===== config.mk =====
export PLATFORM = sky130hd
export DESIGN_NAME = dmem_copy_engine
export DESIGN_NICKNAME = d
export VERILOG_FILES = /design/src/rtl/dmem_pkg.sv /design/src/rtl/dmem_copy_engine.sv
export SDC_FILE = /design/constraint.sdc
export NUM_CORES = 1
export LEC_CHECK = 0
export ABC_AREA = 1
export BUFFER_PORTS_ARGS = -buffer_cell sky130_fd_sc_hd__buf_2
export CORE_MARGIN = 10
export CORE_UTILIZATION = 45
export DETAILED_ROUTE_END_ITERATION = 12
export HOLD_SLACK_MARGIN = 0.12
export PLACE_DENSITY = 0.75
export SLEW_MARGIN = 40
export SYNTH_ARGS = -nofsm -noshare
export SYNTH_HDL_FRONTEND = slang
export SYNTH_SLANG_ARGS = --single-unit

===== constraint.sdc =====
create_clock -name clk -period 6.1 [get_ports clk]
set_clock_uncertainty 0.15 [all_clocks]
set_input_delay 0.61 -clock clk [delete_from_list [all_inputs] [get_ports clk]]
set_output_delay 0.61 -clock clk [all_outputs]
set_load 0.05 [all_outputs]

===== src/rtl/dmem_pkg.sv =====
`default_nettype none
// ============================================================================
// Module   : dmem_pkg
// Purpose  : Shared types and constants for the data-memory copy engine.
//            Contains the engine state encoding, the default data/address
//            width and memory depth, and the idle write-data value that the
//            data memory expects on its WD lines when not being written.
// Ports    : none (package)
// Revision : 1.0 - initial release
// ============================================================================
package dmem_pkg;

    localparam int WIDTH = 16;
    localparam int DEPTH = 256;

    // The data memory qualifies reads on WD==1, so this value is driven
    // whenever the engine is not actively writing.
    localparam logic [15:0] DMEM_WD_IDLE = 16'h0001;

    typedef enum logic [1:0] {
        ST_IDLE = 2'd0,
        ST_RD   = 2'd1,
        ST_WR   = 2'd2,
        ST_DONE = 2'd3
    } dmem_state_t;

endpackage : dmem_pkg
`default_nettype wire


===== src/rtl/dmem_copy_engine.sv =====
`default_nettype none
// ============================================================================
// Module   : dmem_copy_engine
// Purpose  : Memory-side initiator that copies len words from src to dst in
//            the single-port data memory with memmove semantics (backward
//            when the ranges overlap destructively). One RD cycle followed by
//            one WR cycle per word; a hold register carries the data.
// Ports    : clk, rst (async active-low)
//            start, src, dst, len   - request, sampled in IDLE
//            busy, done, err        - status
//            mem_A, mem_WD, mem_WE, mem_RE, mem_RD - memory port
// Revision : 1.0 - initial release
// ============================================================================
module dmem_copy_engine #(
    parameter int WIDTH = dmem_pkg::WIDTH,
    parameter int DEPTH = dmem_pkg::DEPTH
) (
    input  logic             clk,
    input  logic             rst,
    input  logic             start,
    input  logic [WIDTH-1:0] src,
    input  logic [WIDTH-1:0] dst,
    input  logic [WIDTH-1:0] len,
    output logic             busy,
    output logic             done,
    output logic             err,
    output logic [WIDTH-1:0] mem_A,
    output logic [WIDTH-1:0] mem_WD,
    output logic             mem_WE,
    output logic             mem_RE,
    input  logic [WIDTH-1:0] mem_RD
);
    import dmem_pkg::*;

    localparam logic [WIDTH-1:0] WD_IDLE = WIDTH'(DMEM_WD_IDLE);
    localparam logic [WIDTH:0]   DEPTH_X = (WIDTH+1)'(DEPTH);
    localparam logic [WIDTH-1:0] ONE     = WIDTH'(1);

    dmem_state_t      state;
    dmem_state_t      state_nxt;

    logic [WIDTH-1:0] src_q;
    logic [WIDTH-1:0] dst_q;
    logic [WIDTH-1:0] idx;
    logic [WIDTH-1:0] remain;
    logic [WIDTH-1:0] hold;
    logic             backward;
    logic             err_q;

    // Request decode, evaluated on the raw inputs while IDLE.
    logic [WIDTH:0]   src_end;
    logic [WIDTH:0]   dst_end;
    logic             range_bad;
    logic             len_zero;
    logic             go_backward;

    assign src_end     = {1'b0, src} + {1'b0, len};
    assign dst_end     = {1'b0, dst} + {1'b0, len};
    assign range_bad   = (src_end > DEPTH_X) || (dst_end > DEPTH_X);
    assign len_zero    = (len == '0);
    // Destination starts inside the source range above src: a forward copy
    // would overwrite source words before they are read.
    assign go_backward = (src < dst) && ({1'b0, dst} < src_end);

    always_ff @(posedge clk or negedge rst) begin
        if (!rst) begin
            state    <= ST_IDLE;
            src_q    <= '0;
            dst_q    <= '0;
            idx      <= '0;
            remain   <= '0;
            hold     <= '0;
            backward <= 1'b0;
            err_q    <= 1'b0;
        end else begin
            state <= state_nxt;
            case (state)
                ST_IDLE: begin
                    if (start) begin
                        src_q    <= src;
                        dst_q    <= dst;
                        remain   <= len;
                        backward <= go_backward;
                        idx      <= go_backward ? (len - ONE) : '0;
                        // A zero-length request never reports a range error.
                        err_q    <= !len_zero && range_bad;
                    end
                end
                ST_RD: begin
                    hold <= mem_RD;
                end
                ST_WR: begin
                    idx    <= backward ? (idx - ONE) : (idx + ONE);
                    remain <= remain - ONE;
                end
                default: ;
            endcase
        end
    end

    // Next state and all memory strobes are decoded from the state register,
    // so an asynchronous reset drops the strobes immediately.
    always_comb begin
        state_nxt = state;
        mem_A     = '0;
        mem_WD    = WD_IDLE;
        mem_WE    = 1'b0;
        mem_RE    = 1'b0;
        busy      = 1'b1;
        done      = 1'b0;
        err       = 1'b0;
        case (state)
            ST_IDLE: begin
                busy = 1'b0;
                if (start) begin
                    state_nxt = (len_zero || range_bad) ? ST_DONE : ST_RD;
                end
            end
            ST_RD: begin
                mem_A     = src_q + idx;
                mem_RE    = 1'b1;
                state_nxt = ST_WR;
            end
            ST_WR: begin
                mem_A     = dst_q + idx;
                mem_WD    = hold;
                mem_WE    = 1'b1;
                state_nxt = (remain == ONE) ? ST_DONE : ST_RD;
            end
            ST_DONE: begin
                done      = 1'b1;
                err       = err_q;
                state_nxt = ST_IDLE;
            end
            default: begin
                busy      = 1'b0;
                state_nxt = ST_IDLE;
            end
        endcase
    end

endmodule : dmem_copy_engine
`default_nettype wire


# ---- Word level (Yosys, flattened, before mapping)
# Cells that the tools add are included.
dict set report word_totals {
  reg_bits 84
  elab_cells 52
}
dict set report classes {
  add_sub_neg 8
  magnitude_cmp 4
  eq_ne 5
  muxes 17
  n_reduce_logical 10
}
# cell n
set op_table {}
lappend op_table {{$pmux W16 S2} 3}
lappend op_table {{$mux W16} 5}
lappend op_table {{$sub A16 B1 Y16 const B} 3}
lappend op_table {{$add A16 B16 Y17} 2}
lappend op_table {{$gt A17 B9 Y1 const B} 2}
lappend op_table {{$add A16 B16 Y16} 2}
lappend op_table {{$lt A16 B17 Y1} 1}
lappend op_table {{$add A16 B1 Y16 const B} 1}
lappend op_table {{$eq A16 B1 Y1 const B} 1}
lappend op_table {{$logic_not A16 Y1} 1}
lappend op_table {{$lt A16 B16 Y1} 1}
lappend op_table {{$pmux W2 S4} 1}
lappend op_table {{$mux W2} 3}
lappend op_table {{$mux W1} 5}
lappend op_table {{$eq A2 B2 Y1 const B} 2}
lappend op_table {{$reduce_and A2 Y1} 2}
lappend op_table {{$eq A2 B1 Y1 const B} 1}
lappend op_table {{$logic_and A1 B1 Y1} 2}
lappend op_table {{$logic_not A2 Y1} 1}
lappend op_table {{$logic_or A1 B1 Y1} 2}
lappend op_table {{$ne A2 B2 Y1 const B} 1}
lappend op_table {{$reduce_bool A2 Y1} 1}
lappend op_table {{$logic_not A1 Y1} 1}

# ---- Depth between registers and ports, before layout
dict set report logic_depth {
  word_depth 7
  depth_mapped 21
  mapped_depth_nobuf 20
}

# ---- Worst setup path after synthesis
# No wires, ideal clock.
dict set report synth_timing {
  path_kind {flip-flop to output port}
  start {register state[0]}
  end {output port mem_A[9]}
  arrival_ps 3992
  required_ps 5340
  setup_slack_ps 1348
  stages_incl_launch_ff 17
  n_path_buf 3
  path_cell_list {dfrtp_1 -> inv_1 -> ha_1 -> clkbuf_1 -> clkbuf_1 -> clkbuf_1 -> nand2_1 -> nand2_1 -> ha_1 -> inv_1 -> o21ai_0 -> a31oi_1 -> nand2_1 -> nand2_1 -> nand2_1 -> nand2_1 -> nor3b_1}
}
dict set report synth_via {
  elab_chain_len 2
  elab_cells_between_ends 3
}
# element line_no
set synth_rtl {}
lappend synth_rtl {{start, declared} dmem_copy_engine.sv:39} ;# dmem_state_t state;
lappend synth_rtl {{start signal, assigned} dmem_copy_engine.sv:76} ;# state <= state_nxt;
lappend synth_rtl {{$eq A2 B2 Y1 / $eq A2 B1 Y1 (equally long branches)} dmem_copy_engine.sv:112} ;# case (state)
lappend synth_rtl {{$pmux W16 S2 (*)} dmem_copy_engine.sv:112}
lappend synth_rtl {{end, declared} dmem_copy_engine.sv:27} ;# output logic [WIDTH-1:0] mem_A,
# Mark *: on every way between the ends. The rest lies on a longest branch, timed or not.

# ---- Worst setup path after layout
dict set report layout_timing {
  start {register state[0]}
  end {output port mem_A[14]}
}
# The elaborated chain is that of the path after synthesis.

==> reports/metrics.yaml <==
global_route:
  grt_max_degree: 85
  overflow: 0
  grt_pass1_vias: 8654
  grt_usage_pct: 20.5
  grt_pass1_wl_mm: 43.3
  antenna_found_initial: 0
floorplanning:
  num_rows: 50
  start_util_pct: 46.1
  core_area_mm2: 0.0188
  ios: 104
  die_w_um: 159
  die_h_um: 159
  fp.dieArea_mm2: 0.0252
layout:
  fillers: 1954
  nets: 1617
  utilization_pct: 51.6
  antenna_cells: 0
  mostFrequentLayoutCells: "nand2_1 (440), inv_1 (173), a21oi_1 (124)"
  layout-drive-gt1-share_pct: 10.4
  final_common_cell: "nand2_1"
  area_growth_syn_to_layout_pct: 11.9
detailed_routing:
  vias: 9155
  drtPass1Iterations: 5
  drcViolationCount: 0
  wirelength_mm: 26.5
  drt_iter0_markers: 970
  wl_per_cell_um: 15.5
  drtAntennaViolNets: 0
  viasPerCell: 5.34
timing:
  fin_tns_setup_ns: 0
  slew_violations: 0
  fmax_mhz: 221
  rsz0062_at_grt: "false"
  worstMarginPinSlew_ns: 0.834
  finalWorstSetupSlack_ns: 1.57
  hold_viol: 0
  period_needed_ns: 4.53
  period_share_pct: 74.2
  maxSlewHeadroom_pct: 44.4
  finalSetupViolations: 0
setup_path:
  cp_data_arrival_time_ns: 3.77
  end_kind: "output pin"
  required_ns: 5.34
  path_class: "reg2out"
  crit_path_max_fanout: 50
  critPathLaunchType: "register"
logic_synthesis:
  ys_seq_area_share_pct: 24.2
  synth_cells: 1362
  ys_ff_latch: 84
  synth_warnings: 0
  yosysUniqueCellTypes: 45
  synth.net_count: 1531
  mappedNetlistArea_mm2: 0.00867
  avgSynthCellArea_um2: 6.37
place:
  dp_hpwl_mm: 20.9
  pre_cts_ws_ns: 2.01
  port_buffers: 103
  gp_congestion: 0.979
clocking:
  htree_levels: 3
  cts_buffer_depth: 2
  cts-buffers-inserted: 9
  cts-root-buf: "clkbuf_16"
  ctsResizeCount: 0
  cts_tree: "built"
  clkLatencyLatePin_ns: 0.35
  path_clk_slew_ns: 0.07
  ctsHoldBuffers: 0
  clock_sinks: 84
  post_cts_buffers: 0
pwr:
  power.leakage_uw: 0.00549
  finalPower_uw: 4930
  irDropWorstVdd_uv: 205
  p_per_area_mw_per_mm2: 508
worst_hold_path:
  hold_class: "in2async"
flow_run:
  max-cap-violations: 0
run_status:
  status: "completed"
-- through the flow --
stage	hold WS [ns]	instance area, µm²	cells
final	0.135	9710	1713
after global routing	0.195	9710	1713
after CTS	0.187	9710	1713
after detailed placement	0.309	9420	1697
after global placement	0.304	9420	1697
after floorplan	0.164	8670	1362
-- Yosys cell counts (all sizes together) --
cell type,number,area share [%]
o21bai,3,0.26
nand3,72,4.3
ha,98,14
a21boi,2,0.17
a31oi,1,0.072
o221ai,1,0.10
a21o,2,0.17
a22oi,2,0.17
o21ai,97,5.6
nor3,16,1.0
dfrtp,84,24
nand2,445,19
fa,4,0.92
o31ai,4,0.35
inv,178,7.7
buf,8,0.55
nand4,36,2.7
o211ai,3,0.26
xor2,16,1.6
clkbuf,24,1.0
nand3b,5,0.43
nor2,111,5.2
or2,2,0.14
xnor2,9,0.91
o2111ai,1,0.10
a211oi,3,0.26
a21oi,127,7.5
and2,3,0.22
nor3b,1,0.087
o22ai,1,0.072
o21a,3,0.26
-- report_power, final --
part / total [µW] / internal [µW] / switching, µW
clock network: 538 / 292 / 246
registers: 1050 / 828 / 221
logic: 3340 / 979 / 2360
total: 4930 / 2100 / 2830
-- layer usage --
| metal | vias to the layer above | GRT usage (%) | part of all wire (%) |
|---|---|---|---|
| li1 | 4640 | - | - |
| met3 | 52 | 3.00 | 6.1 |
| met4 | 0 | 7.23 | 3.2 |
| met1 | 4135 | 28.0 | 47 |
| met2 | 328 | 32.3 | 44 |
| met5 | - | 0 | 0 |
-- critical path, stage by stage (launching register included) --
cell and delay, ns:
dfrtp_1 0.42, inv_1 0.10, ha_2 0.40, buf_4 0.52, nand2_1 0.10, nand2_1 0.10, ha_1 0.16, inv_1 0.05
fa_1 0.36, inv_1 0.09, nand3_1 0.07, nand2_1 0.17, nand4_1 0.12, nand4_1 0.15, nand2_1 0.06, nand2_1 0.05
a21oi_1 0.07, a21oi_1 0.14, buf_2 0.28
-- cell type report --
class	instances	area [µm²]	area share, %
clock buffers	10	239	2.46
repair buffers	107	554	5.71
flip-flops and latches	84	2100	21.7
multi-input cells	1068	5770	59.5
inverters	178	668	6.88
well taps	260	325	3.35
clock inverters	6	46.3	0.477
-- worst paths after layout --
kind / end / depth (start not counted) / from / slack, ns
worst max-delay path: mem_A[14] / 18 / state[0] / 1.57
worst min-delay path: hold[3] / 1 / rst / 0.14
worst max register to register: idx[10] / 14 / backward / 3.31
worst min register to register: hold[13] / 2 / hold[13] / 0.32
max in group asynchronous: dst_q[6] / 1 / rst / 5.18
min in group clk: hold[3] / 3 / mem_RD[3] / 0.30
-- flip-flops by register name (all words and copies together), names as in the netlist --
signal    cells
dst_q        16
remain       16
idx          16
err_q         1
state         2
src_q        16
backward      1
hold         16
-- logic make-up after synthesis --
group | count (synthesis) | share of synthesized area [%]
xor gates and xnor gates | 25 | 2.52
buffers and inverters | 210 | 9.29
adders and majority gates | 102 | 15.1
and+or+nand+nor | 691 | 33.6
DFF | 84 | 24.2
AOI/OAI and AO/OA | 250 | 15.3
(Power assumes the default switching activity.)
